`src/rtl/load_use_stall_ctrl_if.sv`:
```
// Fetch/decode boundary bundle for the load-use stall controller.
// dbg_state encoding: 0 = RUN, 1 = STALL, 2 = FLUSH.
interface load_use_stall_ctrl_if #(
    parameter int INST_W = 16,
    parameter int PC_W   = 32
);
    logic              fetch_nop_LD;
    logic              flush;
    logic [INST_W-1:0] if_inst;
    logic [PC_W-1:0]   if_pc_next;
    logic              if_valid;

    logic              pc_write;
    logic              idex_bubble;
    logic [INST_W-1:0] id_inst;
    logic [PC_W-1:0]   id_pc_next;
    logic              id_valid;
    logic              stall_active;
    logic              hazard_timeout;
    logic [15:0]       stall_total;
    logic [1:0]        dbg_state;

    modport master (
        output fetch_nop_LD, flush, if_inst, if_pc_next, if_valid,
        input  pc_write, idex_bubble, id_inst, id_pc_next, id_valid,
        input  stall_active, hazard_timeout, stall_total, dbg_state
    );

    modport slave (
        input  fetch_nop_LD, flush, if_inst, if_pc_next, if_valid,
        output pc_write, idex_bubble, id_inst, id_pc_next, id_valid,
        output stall_active, hazard_timeout, stall_total, dbg_state
    );
endinterface

```
`src/rtl/load_use_stall_ctrl.sv`:
```
// Owns the IF/ID register: freezes it on a load-use hazard, kills it on a taken
// branch flush, and caps a stuck hazard request with a sticky watchdog.
module load_use_stall_ctrl #(
    parameter int                INST_W    = 16,
    parameter int                PC_W      = 32,
    parameter int                MAX_STALL = 2,
    parameter logic [INST_W-1:0] NOP_INST  = '0
) (
    input logic                  clk,
    input logic                  rst,
    load_use_stall_ctrl_if.slave bus
);
    localparam int              CNT_W   = $clog2(MAX_STALL + 1);
    localparam logic [CNT_W-1:0] MAX_CNT = CNT_W'(MAX_STALL);

    typedef enum logic [1:0] {
        RUN   = 2'd0,
        STALL = 2'd1,
        FLUSH = 2'd2
    } state_t;

    state_t            r_state;
    logic [INST_W-1:0] r_id_inst;
    logic [PC_W-1:0]   r_id_pc_next;
    logic              r_id_valid;
    logic              r_stall_active;
    logic              r_hazard_timeout;
    logic [15:0]       r_stall_total;
    logic [CNT_W-1:0]  r_stall_cnt;

    logic w_hazard;
    logic w_at_cap;
    logic w_stall_eff;

    // A hazard only matters against a live IF/ID instruction; flush always wins.
    assign w_hazard    = bus.fetch_nop_LD & r_id_valid;
    assign w_at_cap    = (r_stall_cnt == MAX_CNT);
    assign w_stall_eff = w_hazard & ~bus.flush & ~w_at_cap;

    assign bus.pc_write       = ~w_stall_eff;
    assign bus.idex_bubble    = w_stall_eff | bus.flush;
    assign bus.id_inst        = r_id_inst;
    assign bus.id_pc_next     = r_id_pc_next;
    assign bus.id_valid       = r_id_valid;
    assign bus.stall_active   = r_stall_active;
    assign bus.hazard_timeout = r_hazard_timeout;
    assign bus.stall_total    = r_stall_total;
    assign bus.dbg_state      = r_state;

    always_ff @(posedge clk or posedge rst) begin
        if (rst) begin
            r_state          <= RUN;
            r_id_inst        <= NOP_INST;
            r_id_pc_next     <= '0;
            r_id_valid       <= 1'b0;
            r_stall_active   <= 1'b0;
            r_hazard_timeout <= 1'b0;
            r_stall_total    <= 16'h0;
            r_stall_cnt      <= '0;
        end else begin
            r_stall_active <= w_stall_eff;
            if (bus.flush) begin
                r_state      <= FLUSH;
                r_id_inst    <= NOP_INST;
                r_id_pc_next <= bus.if_pc_next;
                r_id_valid   <= 1'b0;
                r_stall_cnt  <= '0;
            end else if (w_stall_eff) begin
                r_state     <= STALL;
                r_stall_cnt <= r_stall_cnt + CNT_W'(1);
                if (r_stall_total != 16'hFFFF) begin
                    r_stall_total <= r_stall_total + 16'd1;
                end
            end else begin
                // Covers both normal advance and the watchdog's forced release.
                r_state      <= RUN;
                r_id_inst    <= bus.if_inst;
                r_id_pc_next <= bus.if_pc_next;
                r_id_valid   <= bus.if_valid;
                r_stall_cnt  <= '0;
                if (w_hazard) begin
                    r_hazard_timeout <= 1'b1;
                end
            end
        end
    end
endmodule
```
`src/flat_wrapper.sv`:
```
// flat-port wrapper written by rule: the top's interface ports become plain ports
module load_use_stall_ctrl_flat 
#(
    parameter int                INST_W    = 16,
    parameter int                PC_W      = 32,
    parameter int                MAX_STALL = 2,
    parameter logic [INST_W-1:0] NOP_INST  = '0
)
  (clk, rst, bus_fetch_nop_LD, bus_flush, bus_if_inst, bus_if_pc_next, bus_if_valid, bus_pc_write, bus_idex_bubble, bus_id_inst, bus_id_pc_next, bus_id_valid, bus_stall_active, bus_hazard_timeout, bus_stall_total, bus_dbg_state);
  load_use_stall_ctrl_if #(.INST_W(INST_W), .PC_W(PC_W)) bus_i ();
  input logic clk;
  input logic rst;
  input wire logic [$bits(bus_i.fetch_nop_LD)-1:0] bus_fetch_nop_LD;
  input wire logic [$bits(bus_i.flush)-1:0] bus_flush;
  input wire logic [$bits(bus_i.if_inst)-1:0] bus_if_inst;
  input wire logic [$bits(bus_i.if_pc_next)-1:0] bus_if_pc_next;
  input wire logic [$bits(bus_i.if_valid)-1:0] bus_if_valid;
  output wire logic [$bits(bus_i.pc_write)-1:0] bus_pc_write;
  output wire logic [$bits(bus_i.idex_bubble)-1:0] bus_idex_bubble;
  output wire logic [$bits(bus_i.id_inst)-1:0] bus_id_inst;
  output wire logic [$bits(bus_i.id_pc_next)-1:0] bus_id_pc_next;
  output wire logic [$bits(bus_i.id_valid)-1:0] bus_id_valid;
  output wire logic [$bits(bus_i.stall_active)-1:0] bus_stall_active;
  output wire logic [$bits(bus_i.hazard_timeout)-1:0] bus_hazard_timeout;
  output wire logic [$bits(bus_i.stall_total)-1:0] bus_stall_total;
  output wire logic [$bits(bus_i.dbg_state)-1:0] bus_dbg_state;
  assign bus_i.fetch_nop_LD = bus_fetch_nop_LD;
  assign bus_i.flush = bus_flush;
  assign bus_i.if_inst = bus_if_inst;
  assign bus_i.if_pc_next = bus_if_pc_next;
  assign bus_i.if_valid = bus_if_valid;
  assign bus_pc_write = bus_i.pc_write;
  assign bus_idex_bubble = bus_i.idex_bubble;
  assign bus_id_inst = bus_i.id_inst;
  assign bus_id_pc_next = bus_i.id_pc_next;
  assign bus_id_valid = bus_i.id_valid;
  assign bus_stall_active = bus_i.stall_active;
  assign bus_hazard_timeout = bus_i.hazard_timeout;
  assign bus_stall_total = bus_i.stall_total;
  assign bus_dbg_state = bus_i.dbg_state;
  load_use_stall_ctrl #(.INST_W(INST_W), .PC_W(PC_W), .MAX_STALL(MAX_STALL), .NOP_INST(NOP_INST)) u_core (.clk(clk), .rst(rst), .bus(bus_i));
endmodule
```
`config.mk`:
```
export PLATFORM = sky130hd
export DESIGN_NAME = load_use_stall_ctrl_flat
export DESIGN_NICKNAME = d
export VERILOG_FILES = /design/src/rtl/load_use_stall_ctrl_if.sv /design/src/rtl/load_use_stall_ctrl.sv /design/src/flat_wrapper.sv
export SDC_FILE = /design/constraint.sdc
export NUM_CORES = 1
export LEC_CHECK = 0
export CAP_MARGIN = 20
export CORE_ASPECT_RATIO = 1.75
export CORE_MARGIN = 3
export CORE_UTILIZATION = 33
export CTS_CLUSTER_SIZE = 20
export DETAILED_ROUTE_END_ITERATION = 6
export GPL_TIMING_DRIVEN = 0
export PLACE_DENSITY = 0.66
export SLEW_MARGIN = 5
export SYNTH_ARGS = -nofsm -noshare
export SYNTH_HDL_FRONTEND = slang
export SYNTH_SLANG_ARGS = --single-unit
```
`constraint.sdc`:
```
create_clock -name clk -period 2.1 [get_ports clk]
set_input_delay 0.42 -clock clk [delete_from_list [all_inputs] [get_ports clk]]
set_output_delay 0.42 -clock clk [all_outputs]
set_load 0.02 [all_outputs]
```
# Yosys cells after proc, flatten, opt, wreduce, memory -nomap -nowiden
# Index checks and enable logic that the tools add are counted.
[word_totals] reg_bits=71 in_bits=53 elab_cells=32
[classes] add_sub_neg=2 eq_ne=3 n_mux=10 bitwise_logic=7 reduce_logical=2
[ops] operator="$mux W32" count=2
[ops] operator="$mux W16" count=2
[ops] operator="$add A16 B1 Y16 const B" count=1
[ops] operator="$ne A16 B16 Y1 const B" count=1
[ops] operator="$mux W2" count=3
[ops] operator="$reduce_and A3 Y1" count=2
[ops] operator="$and A1 B1 Y1" count=3
[ops] operator="$mux W1" count=3
[ops] operator="$not A1 Y1" count=3
[ops] operator="$add A2 B1 Y2 const B" count=1
[ops] operator="$eq A2 B2 Y1 const B" count=1
[ops] operator="$ne A2 B2 Y1 const B" count=1
[ops] operator="$or A1 B1 Y1" count=1

# Longest topological paths before layout
# Gate-level depths: netlist of run 1.
[depth] depth_word=5 ltp_mapped=9

# Worst setup path after synthesis of run 1
# OpenSTA, ideal clock, no wires.
[synth_timing] path_kind="reg2out" start="reg u_core.r_stall_cnt[0]" end="out bus_idex_bubble" t_arrival_ps=1476 setup_slack_ps=204 stages_incl_launch_ff=8 n_path_buf=3 path_cell_list="dfrtp_1 -> inv_1 -> ha_1 -> nand4bb_1 -> buf_2 -> buf_2 -> buf_2 -> nand2_1"
[synth_via] elab_chain_cells=4
[synth_rtl] item="start: declaration" line_no="load_use_stall_ctrl.sv:29" source="logic [CNT_W-1:0] r_stall_cnt;"
[synth_rtl] item="start signal: assignment" line_no="load_use_stall_ctrl.sv:70" source="r_stall_cnt <= r_stall_cnt + CNT_W'(1);"
[synth_rtl] item="$eq A2 B2 Y1" line_no="load_use_stall_ctrl.sv:37" source="assign w_at_cap = (r_stall_cnt == MAX_CNT);"
[synth_rtl] item="$not A1 Y1" line_no="load_use_stall_ctrl.sv:38" source="assign w_stall_eff = w_hazard & ~bus.flush & ~w_at_cap;"
[synth_rtl] item="$and A1 B1 Y1" line_no="load_use_stall_ctrl.sv:38"
[synth_rtl] item="$or A1 B1 Y1" line_no="load_use_stall_ctrl.sv:41" source="assign bus.idex_bubble = w_stall_eff | bus.flush;"
[synth_rtl] item="end: declaration" line_no="flat_wrapper.sv:19" source="output wire logic [$bits(bus_i.idex_bubble)-1:0] bus_idex_bubble;"
# Every way passes these cells.

# Worst setup path in the final report of run 1
[layout_timing] start="in bus_flush" end="out bus_idex_bubble"
[layout_via] elab_chain_cells=4
[layout_rtl] item="start: declaration" line_no="flat_wrapper.sv:14" source="input wire logic [$bits(bus_i.flush)-1:0] bus_flush;"
[layout_rtl] item="$not A1 Y1 (no line)"
[layout_rtl] item="$and A1 B1 Y1 (2 in series)" line_no="load_use_stall_ctrl.sv:38"
[layout_rtl] item="$or A1 B1 Y1 *" line_no="load_use_stall_ctrl.sv:41"
# Every way passes the cells marked *; elsewhere a longest branch is shown, timed or not.

==> flow_summary_export.csv, run 1 <==
group,metric,value,unit
pwr,power.share.switching,0.267,
global_routing,grt_max_degree,39,
final_layout,drive_above_1_share,0.0888,
sta,setup_slack,110,ps
placed_design,numPortBuffers,123,
clock_tree,clock-sinks,71,
worst_hold_path,hp-start,"u_core.r_stall_cnt[0]",
clock_tree,insertion_delay,330,ps
worst_setup_path,cp_common_cell,"buf_6",
pwr,seq_power_share,0.433,
detailed_routing,wirelength,7.76,mm
worst_setup_path,cpPeakStageDelay,460,ps
pwr,power.total,3.67,mW
pwr,power.switching,981,µW
detailed_routing,post-route-drc-count,0,
global_routing,grt_pass1_wl,12.7,mm
worst_hold_path,hold_class,"reg -> reg",
global_routing,grt_pass1_vias,2525,
synth,synth.distinct_cells,34,
pwr,power_density,794,nW/µm²
clock_tree,clockBufferDepth,2,
worst_setup_path,reg2reg_from,"u_core.r_stall_cnt[0]",
pwr,internal_power,2.69,mW
placed_design,pre_cts_ws,-823,ps
global_routing,gr-total-overflow,0,
detailed_routing,vias_per_cell,4.51,
global_routing,antenna_found_initial,0,
detailed_routing,vias,2499,
sta,whs,428,ps
final_layout,area_delta_synth_final,58.7,%
sta,drv_slew,0,
synth,synth_area_leader_cell,"dfrtp_1",
synth,ys_ff_latch,71,
sta,fin_crit_sh,0.948,
pwr,power_frac_comb,0.187,
worst_setup_path,crit_path_top_delay_cell,"clkdlybuf4s50_1",
placed_design,dp.cells,537,
worst_setup_path,worst-path-buf-inv,4,
sta,worst_pin_slew,759,ps
clock_tree,cts.clk_slew.worst_paths,50,ps
floorplan,die_width,77.0,µm
final_layout,diodes,0,
floorplan,die_h,130,µm
placed_design,postPlaceCellArea,4310,µm²
final_layout,nFillCells,779,
synth,syn_area,2910,µm²
worst_setup_path,reg2reg_depth,8,
synth,synth_area_leaders,"dfrtp_1 (61%), nand2_1 (18%), o21ai_0 (3.6%)",
worst_hold_path,whs_path_depth,1,
worst_setup_path,path_delay_family,"buffers and inverters",
run_status,status,"complete, no violations",
worst_setup_path,setup.worst_path.class,"in -> out",
floorplan,top_level_ports,124,
pwr,peakVddDrop,491,µV
sta,grt_setup_unrepaired,"no",
detailed_routing,drt_iter0_markers,111,
clock_tree,cts_root_buf,"clkbuf_16",
worst_setup_path,crit_chain,"clkdlybuf4s50_1 > nand4bb_1 > buf_6 > buf_12 > nand2_2 > buf_6",
sta,setup_tns,0,ps
synth,synth_fp_nets,353,
detailed_routing,antenna_left,0,
pwr,clockPowerShare,0.379,
worst_setup_path,cp.arrival,1570,ps
final_layout,final_util,0.549,
clock_tree,cts_buffers,9,
job,maxCapViolCount,0,
synth,synth_top_area_frac,0.610,
worst_setup_path,cp.required,1680,ps
placed_design,dp_hpwl,5.95,mm
worst_setup_path,r2r-end,"u_core.bus.stall_total[15]",
pwr,p_leak,2.13,nW
placed_design,gp_congestion,0.785,
detailed_routing,dr.pass1.iters,4,
clock_tree,cts_tree,"yes",
floorplan,core_area,8420,µm²
final_layout,fin_cells,554,
sta,hold_viol_final,0,
worst_setup_path,path_max_fanout,19,
clock_tree,h-tree-depth,3,
sta,fmax,502,MHz
worst_setup_path,cp-start-kind,"input port",
floorplan,start_util,0.346,
worst_setup_path,end_kind,"output port",
worst_setup_path,r2r_slack,250,ps
synth,syn_avg_cell_area,9.78,µm²
synth,syn_inst,298,
sta,fin_worst_skew,4.94,ps
worst_hold_path,holdPathEnd,"u_core.r_stall_cnt[0]",
final_layout,fin_area,4630,µm²
floorplan,rows,44,
final_layout,fin_nets,489,
sta,slew_headroom,0.493,
synth,ys_warn_count,0,
floorplan,dieArea,10000,µm²
sta,fin_crit,1990,ps
sta,setup_violations,0,
synth,ys_seq_area_frac,0.610,
global_routing,grtUsageTotal,0.164,
detailed_routing,wl_per_cell,14.0,µm
==> power groups by stage <==
stage	Combinational [mW]	Clock, mW	Sequential, mW
2_1_floorplan	0.174	0	1.73
3_3_place_gp	0.676	0	1.61
3_5_place_dp	0.692	0	1.61
4_1_cts	0.695	1.44	1.59
5_1_grt	0.741	1.50	1.60
6_report	0.688	1.39	1.59
==> what timing repair did <==
item / CTS / global route
setup endpoints to repair: 2 / 2
pin swaps: 0 / 2
buffers inserted: 0 / 2
hold buffers: 0 / 0
resized for setup: 17 / 4
==> layer usage <==
layer | up-vias | part of all wire | global-route usage
li1 | 1229 | - | -
met1 | 1182 | 0.38 | 0.176
met2 | 78 | 0.53 | 0.284
met3 | 10 | 0.078 | 0.0670
met4 | 0 | 0.019 | 0.0723
met5 | - | 0 | 0
==> flip-flops by register name, summed over array words and instances (netlist names) <==
register                   flops
u_core.bus.dbg_state           2
u_core.bus.hazard_timeout      1
u_core.bus.id_inst            16
u_core.bus.id_pc_next         32
u_core.bus.id_valid            1
u_core.bus.stall_active        1
u_core.bus.stall_total        16
u_core.r_stall_cnt             2
==> final cells by class <==
type / instances / area, µm² / area share
clock buffer: 13 / 260 / 0.0563
clock inverter: 3 / 17.5 / 0.00379
inverter: 5 / 25.0 / 0.00541
buffer: 12 / 75.1 / 0.0162
multi-input combinational: 209 / 1060 / 0.230
tap: 115 / 144 / 0.0311
sequential: 71 / 1780 / 0.384
timing repair buffer: 126 / 1260 / 0.273
==> worst register-to-register path: stages (launching register included) <==
cell,delay [ps]
dfrtp_1,340
inv_1,50
ha_2,170
nand4bb_1,180
buf_6,140
buf_4,160
nor4_4,270
nand3_2,120
mux2_4,300
==> cell usage after synthesis <==
library cell  count
a41o_1            1
o21ai_0          21
nand3_2           2
nand4bb_1         1
nand4_1           3
nand3_4           1
nand3_1           2
buf_1             2
xnor2_1          10
inv_1             3
nor4_1            2
o21ai_2           1
nand2_1         137
buf_2             7
dfrtp_1          71
nand2b_1          1
clkinv_1          1
nand3b_4          1
nor4b_2           1
and4_1            2
and3_1            3
nor3_1            3
nor2_1            4
clkinv_2          1
xor2_1            4
clkbuf_1          4
and2_1            1
o211ai_1          1
nor3b_1           1
mux2_1            1
nor4_4            1
ha_1              2
mux2_4            1
a21o_1            1
==> logic make-up after synthesis <==
kind of cell               Yosys count  share of synthesized area
adders and majority gates            2                    0.00859
buffers and inverters               18                     0.0266
muxes                                2                    0.00901
DFF                                 71                      0.610
and+or+nand+nor                    166                      0.256
AOI/OAI and AO/OA                   25                     0.0477
xor gates and xnor gates            14                     0.0421
==> how the worst max path moves through the flow <==
stage                     slack (ps)               to  cells after the start                   from
after global placement          -820  bus_idex_bubble                      7              bus_flush
after detailed placement        -820  bus_idex_bubble                      7              bus_flush
after CTS                         10  bus_idex_bubble                      7  u_core.r_stall_cnt[0]
after floorplan                  200  bus_idex_bubble                      7  u_core.r_stall_cnt[0]
after global routing              30  bus_idex_bubble                      7  u_core.r_stall_cnt[0]
final                            110  bus_idex_bubble                      6              bus_flush
==> layout by cell type, fill, tap and decap left out, drive strengths merged, types with 3 or more instances in the layout <==
cell and n:
xor2 4, nor3 3, buf 14, clkdlybuf4s50 121
dfrtp 71, and3 3, nand2 137, nor2 4
nor4 3, nand4 3, clkinv 4, xnor2 10
nand3 5, clkbuf 16, o21ai 22
Note: power is estimated with default switching activity, not from simulation.
==> inputs of run 2 (changes only) <==
- CORE_ASPECT_RATIO: 1.75 -> 1.4
==> flow_summary_export.csv, run 2 (synthesized netlist as in run 1, its figures left out) <==
group,metric,value,unit
run_status,status,"complete, no violations",
sta,drv_slew,0,
floorplan,start_util,0.347,
worst_setup_path,end_kind,"output port",
placed_design,numPortBuffers,123,
floorplan,dieArea,10000,µm²
floorplan,top_level_ports,124,
sta,slew_headroom,0.665,
sta,fin_crit,1970,ps
global_routing,grt_max_degree,36,
detailed_routing,vias_per_cell,4.66,
clock_tree,cts_buffers,9,
worst_setup_path,crit_chain,"inv_1 > ha_1 > nand4bb_4 > buf_12 > nand2_1 > buf_2",
pwr,peakVddDrop,551,µV
global_routing,grt_pass1_wl,12.5,mm
clock_tree,clockBufferDepth,2,
clock_tree,cts.clk_slew.worst_paths,50,ps
clock_tree,insertion_delay,320,ps
detailed_routing,vias,2507,
worst_setup_path,r2r-end,"u_core.bus.stall_total[15]",
global_routing,grt_pass1_vias,2523,
clock_tree,cts_tree,"yes",
placed_design,dp_hpwl,5.75,mm
final_layout,layout_commonest_cell,"nand2_1",
final_layout,layout_common_cells,"nand2_1 (137), clkdlybuf4s50_1 (120), dfrtp_1 (71)",
floorplan,die_width,85.4,µm
floorplan,rows,39,
worst_setup_path,cp-startpoint,"u_core.r_stall_cnt[0]",
global_routing,antenna_found_initial,0,
final_layout,area_delta_synth_final,60.2,%
worst_setup_path,r2r_slack,250,ps
final_layout,fin_cells,538,
pwr,p_leak,2.15,nW
worst_setup_path,cpPeakStageDelay,340,ps
sta,grt_setup_unrepaired,"no",
final_layout,multiInputGateArea,1080,µm²
clock_tree,h-tree-depth,3,
sta,setup_tns,0,ps
sta,hold_viol_final,0,
pwr,seq_power_share,0.404,
sta,fmax,508,MHz
global_routing,gr-total-overflow,0,
floorplan,core_area,8390,µm²
pwr,internal_power,2.96,mW
sta,setup_violations,0,
pwr,power.share.switching,0.248,
worst_setup_path,cp-start-kind,"register",
worst_hold_path,hold_class,"in -> async",
worst_setup_path,reg2reg_from,"u_core.r_stall_cnt[0]",
final_layout,largest_register_ff_count,32,
job,maxCapViolCount,0,
pwr,clockPowerShare,0.421,
worst_setup_path,cp.required,1680,ps
detailed_routing,post-route-drc-count,0,
worst_setup_path,path_delay_family,"buffers and inverters",
final_layout,nFillCells,763,
final_layout,diodes,0,
clock_tree,clock-sinks,71,
worst_setup_path,worst-path-buf-inv,3,
sta,worst_pin_slew,502,ps
final_layout,drive_above_1_share,0.0849,
pwr,power_frac_comb,0.175,
global_routing,grtUsageTotal,0.161,
placed_design,dp.cells,525,
floorplan,die_h,117,µm
detailed_routing,drt_iter0_markers,75,
worst_setup_path,path_max_fanout,26,
sta,whs,400,ps
final_layout,ff_latch_area,1780,µm²
clock_tree,cts_hold_buf,0,
pwr,power_density,843,nW/µm²
detailed_routing,wl_per_cell,14.2,µm
pwr,power.switching,976,µW
final_layout,fin_nets,487,
worst_setup_path,reg2reg_depth,7,
sta,fin_worst_skew,5.73,ps
worst_setup_path,setup.worst_path.class,"reg -> out",
detailed_routing,dr.pass1.iters,4,
clock_tree,cts_root_buf,"clkbuf_16",
worst_setup_path,crit_path_top_delay_cell,"dfrtp_1",
placed_design,gp_congestion,0.797,
detailed_routing,wirelength,7.65,mm
worst_setup_path,cp.arrival,1550,ps
sta,fin_crit_sh,0.937,
detailed_routing,antenna_left,0,
-- run 2: area by class of cell --
type,instances,share of cell area
multi-input combinational,209,0.231
clock buffer,12,0.0571
timing repair buffer,125,0.270
sequential,71,0.381
tap,102,0.0273
inverter,5,0.00617
clock inverter,3,0.0139
buffer,11,0.0142
-- run 2: repair_timing --
item	in CTS	in global routing
pin swaps	0	0
cloned	0	0
setup endpoints to repair	2	2
gates resized for setup	15	2
buffers inserted	0	0
-- run 2: worst max path at each step --
stage	end	slack, ps	cells after the start
final	bus_idex_bubble	130	6
after CTS	bus_idex_bubble	4	6
after floorplan	bus_idex_bubble	200	7
after global placement	bus_idex_bubble	-800	7
after global routing	bus_idex_bubble	40	6
after detailed placement	bus_idex_bubble	-780	7
-- run 2: per-stage QoR --
step	cell area, µm²	total power [mW]	setup slack [ps]	utilization
global placement	4280	2.28	-800	0.510
floorplan	2920	1.90	204	-
global route	4670	4.11	37.8	0.556
CTS	4680	3.98	3.66	0.557
finish	4670	3.93	132	0.556
detailed placement	4320	2.31	-776	0.514
-- run 2: worst register-to-register path, delay by kind of cell (launching register included) --
| family | cells | cell delay [ps] |
|---|---|---|
| adder cells (fa/ha/maj) | 1 | 200 |
| buffers and inverters | 2 | 220 |
| flip-flops | 1 | 340 |
| multiplexers | 1 | 300 |
| AND/OR/NAND/NOR | 3 | 670 |
-- run 2: power groups by stage --
stage          clock (mW)  sequential [mW]  combinational, mW
3_5_place_dp            0             1.61              0.692
5_1_grt              1.75             1.61              0.745
3_3_place_gp            0             1.61              0.675
6_report             1.66             1.59              0.687
2_1_floorplan           0             1.73              0.174
4_1_cts              1.69             1.59              0.698
-- run 2: routing by layer --
layer  track usage  up-vias  part of all wire
li1              -     1229                 -
met1         0.194     1187              0.40
met2         0.276       82              0.52
met3        0.0434        9             0.068
met4        0.0602        0             0.015
met5             0        -                 0
==> inputs of run 3 (changes only) <==
- SKIP_CTS_REPAIR_TIMING: default -> 1
==> flow_summary_export.csv, run 3 (synthesized netlist as in run 1, its figures left out) <==
group,metric,value,unit
worst_setup_path,path_max_fanout,7,
final_layout,drive_above_1_share,0.0993,
worst_setup_path,worst-path-buf-inv,5,
worst_setup_path,cp-start-kind,"register",
final_layout,layout_commonest_cell,"nand2_1",
global_routing,grtUsageTotal,0.161,
clock_tree,clockBufferDepth,2,
placed_design,pre_cts_ws,-776,ps
worst_setup_path,r2r_slack,230,ps
final_layout,layout_common_cells,"nand2_1 (136), clkdlybuf4s50_1 (120), dfrtp_1 (71)",
placed_design,gp_congestion,0.797,
worst_setup_path,setup.worst_path.class,"reg -> out",
pwr,power.switching,974,µW
floorplan,dieArea,10000,µm²
global_routing,grt_max_degree,36,
worst_setup_path,cp.required,1680,ps
sta,setup_violations,0,
detailed_routing,dr.pass1.iters,4,
worst_setup_path,crit_chain,"inv_1 > ha_2 > nand4bb_1 > buf_6 > buf_8 > buf_8 > nand2_2 > buf_6",
pwr,peakVddDrop,552,µV
final_layout,fin_cells,545,
pwr,internal_power,2.96,mW
sta,fin_crit_sh,0.979,
placed_design,numPortBuffers,123,
sta,hold_viol_final,0,
worst_setup_path,crit_path_top_delay_cell,"dfrtp_1",
pwr,power_density,835,nW/µm²
detailed_routing,vias,2517,
run_status,status,"complete, no violations",
global_routing,grt_pass1_wl,12.5,mm
detailed_routing,wirelength,7.72,mm
pwr,power_frac_comb,0.176,
sta,fin_worst_skew,4.91,ps
floorplan,die_width,85.4,µm
global_routing,gr-total-overflow,0,
placed_design,dp.cells,525,
clock_tree,h-tree-depth,3,
clock_tree,insertion_delay,320,ps
floorplan,die_h,117,µm
clock_tree,cts_tree,"yes",
worst_setup_path,cp.arrival,1640,ps
placed_design,postPlaceCellArea,4320,µm²
final_layout,nFillCells,762,
global_routing,antenna_found_initial,0,
placed_design,dp_hpwl,5.75,mm
detailed_routing,drt_iter0_markers,87,
sta,setup_slack,44.7,ps
worst_setup_path,cpPeakStageDelay,340,ps
clock_tree,cts_root_buf,"clkbuf_16",
floorplan,core_area,8390,µm²
sta,fin_crit,2060,ps
worst_setup_path,end_kind,"output port",
global_routing,grt_pass1_vias,2516,
pwr,p_leak,2.19,nW
detailed_routing,wl_per_cell,14.2,µm
final_layout,diodes,0,
final_layout,largest_register_ff_count,32,
sta,whs,330,ps
sta,setup_tns,0,ps
pwr,power.share.switching,0.247,
floorplan,rows,39,
detailed_routing,vias_per_cell,4.62,
pwr,seq_power_share,0.403,
floorplan,start_util,0.347,
worst_hold_path,hold_class,"in -> reg",
final_layout,fin_nets,494,
final_layout,area_delta_synth_final,62.0,%
clock_tree,clock-sinks,71,
sta,worst_pin_slew,515,ps
clock_tree,cts_buffers,9,
floorplan,top_level_ports,124,
sta,fmax,487,MHz
pwr,clockPowerShare,0.421,
detailed_routing,antenna_left,0,
clock_tree,cts.clk_slew.worst_paths,50,ps
job,maxCapViolCount,0,
final_layout,fin_area,4720,µm²
sta,drv_slew,0,
detailed_routing,post-route-drc-count,0,
worst_setup_path,path_delay_family,"buffers and inverters",
sta,slew_headroom,0.657,
## run 3: changes by cell type in the layout (fill, tap and decap cells not counted), sizes merged
cell	previous run	this run
buf	10	17
clkinv	3	2
clkinvlp	1	2
dlygate4sd2	1	0
dlymetal6s2s	0	1
## run 3: area by class of cell
class                      count  area, µm²  share of cell area
buffer                        13       83.8              0.0178
clock buffer                  12        267              0.0565
clock inverter                 3       65.1              0.0138
inverter                       5       27.5             0.00583
multi-input combinational    209       1060               0.226
sequential                    71       1780               0.376
tap                          102        128              0.0270
timing repair buffer         130       1310               0.277
## run 3: through the flow
step	util	power, mW
after global placement	0.510	2.28
after floorplan	-	1.90
after global routing	0.562	4.11
after CTS	0.554	3.98
final	0.562	3.94
after detailed placement	0.514	2.31
## run 3: per-layer routing
layer | track usage | wire length [µm] | part of all wire
met4 | 0.0602 | 112 | 0.015
met1 | 0.198 | 3080 | 0.40
met5 | 0 | 0 | 0
met3 | 0.0434 | 525 | 0.068
met2 | 0.271 | 4000 | 0.52
## run 3: power groups by stage
| stage | Clock [mW] | Sequential [mW] | Combinational, mW |
|---|---|---|---|
| 2_1_floorplan | 0 | 1.73 | 0.174 |
| 3_3_place_gp | 0 | 1.61 | 0.675 |
| 3_5_place_dp | 0 | 1.61 | 0.692 |
| 4_1_cts | 1.69 | 1.59 | 0.694 |
| 5_1_grt | 1.75 | 1.61 | 0.752 |
| 6_report | 1.66 | 1.59 | 0.693 |
## run 3: worst paths after layout
| check | cells after the start | to | start |
|---|---|---|---|
| setup / recovery | 8 | bus_idex_bubble | u_core.r_stall_cnt[0] |
| hold / removal | 1 | u_core.bus.dbg_state[1] | bus_flush |
| setup reg to reg | 8 | u_core.bus.stall_total[15] | u_core.r_stall_cnt[0] |
| hold reg to reg | 2 | u_core.bus.id_pc_next[11] | u_core.bus.id_pc_next[11] |
| max in group asynchronous | 4 | u_core.r_stall_cnt[0] | rst |
| min in group asynchronous | 2 | u_core.bus.id_pc_next[19] | rst |
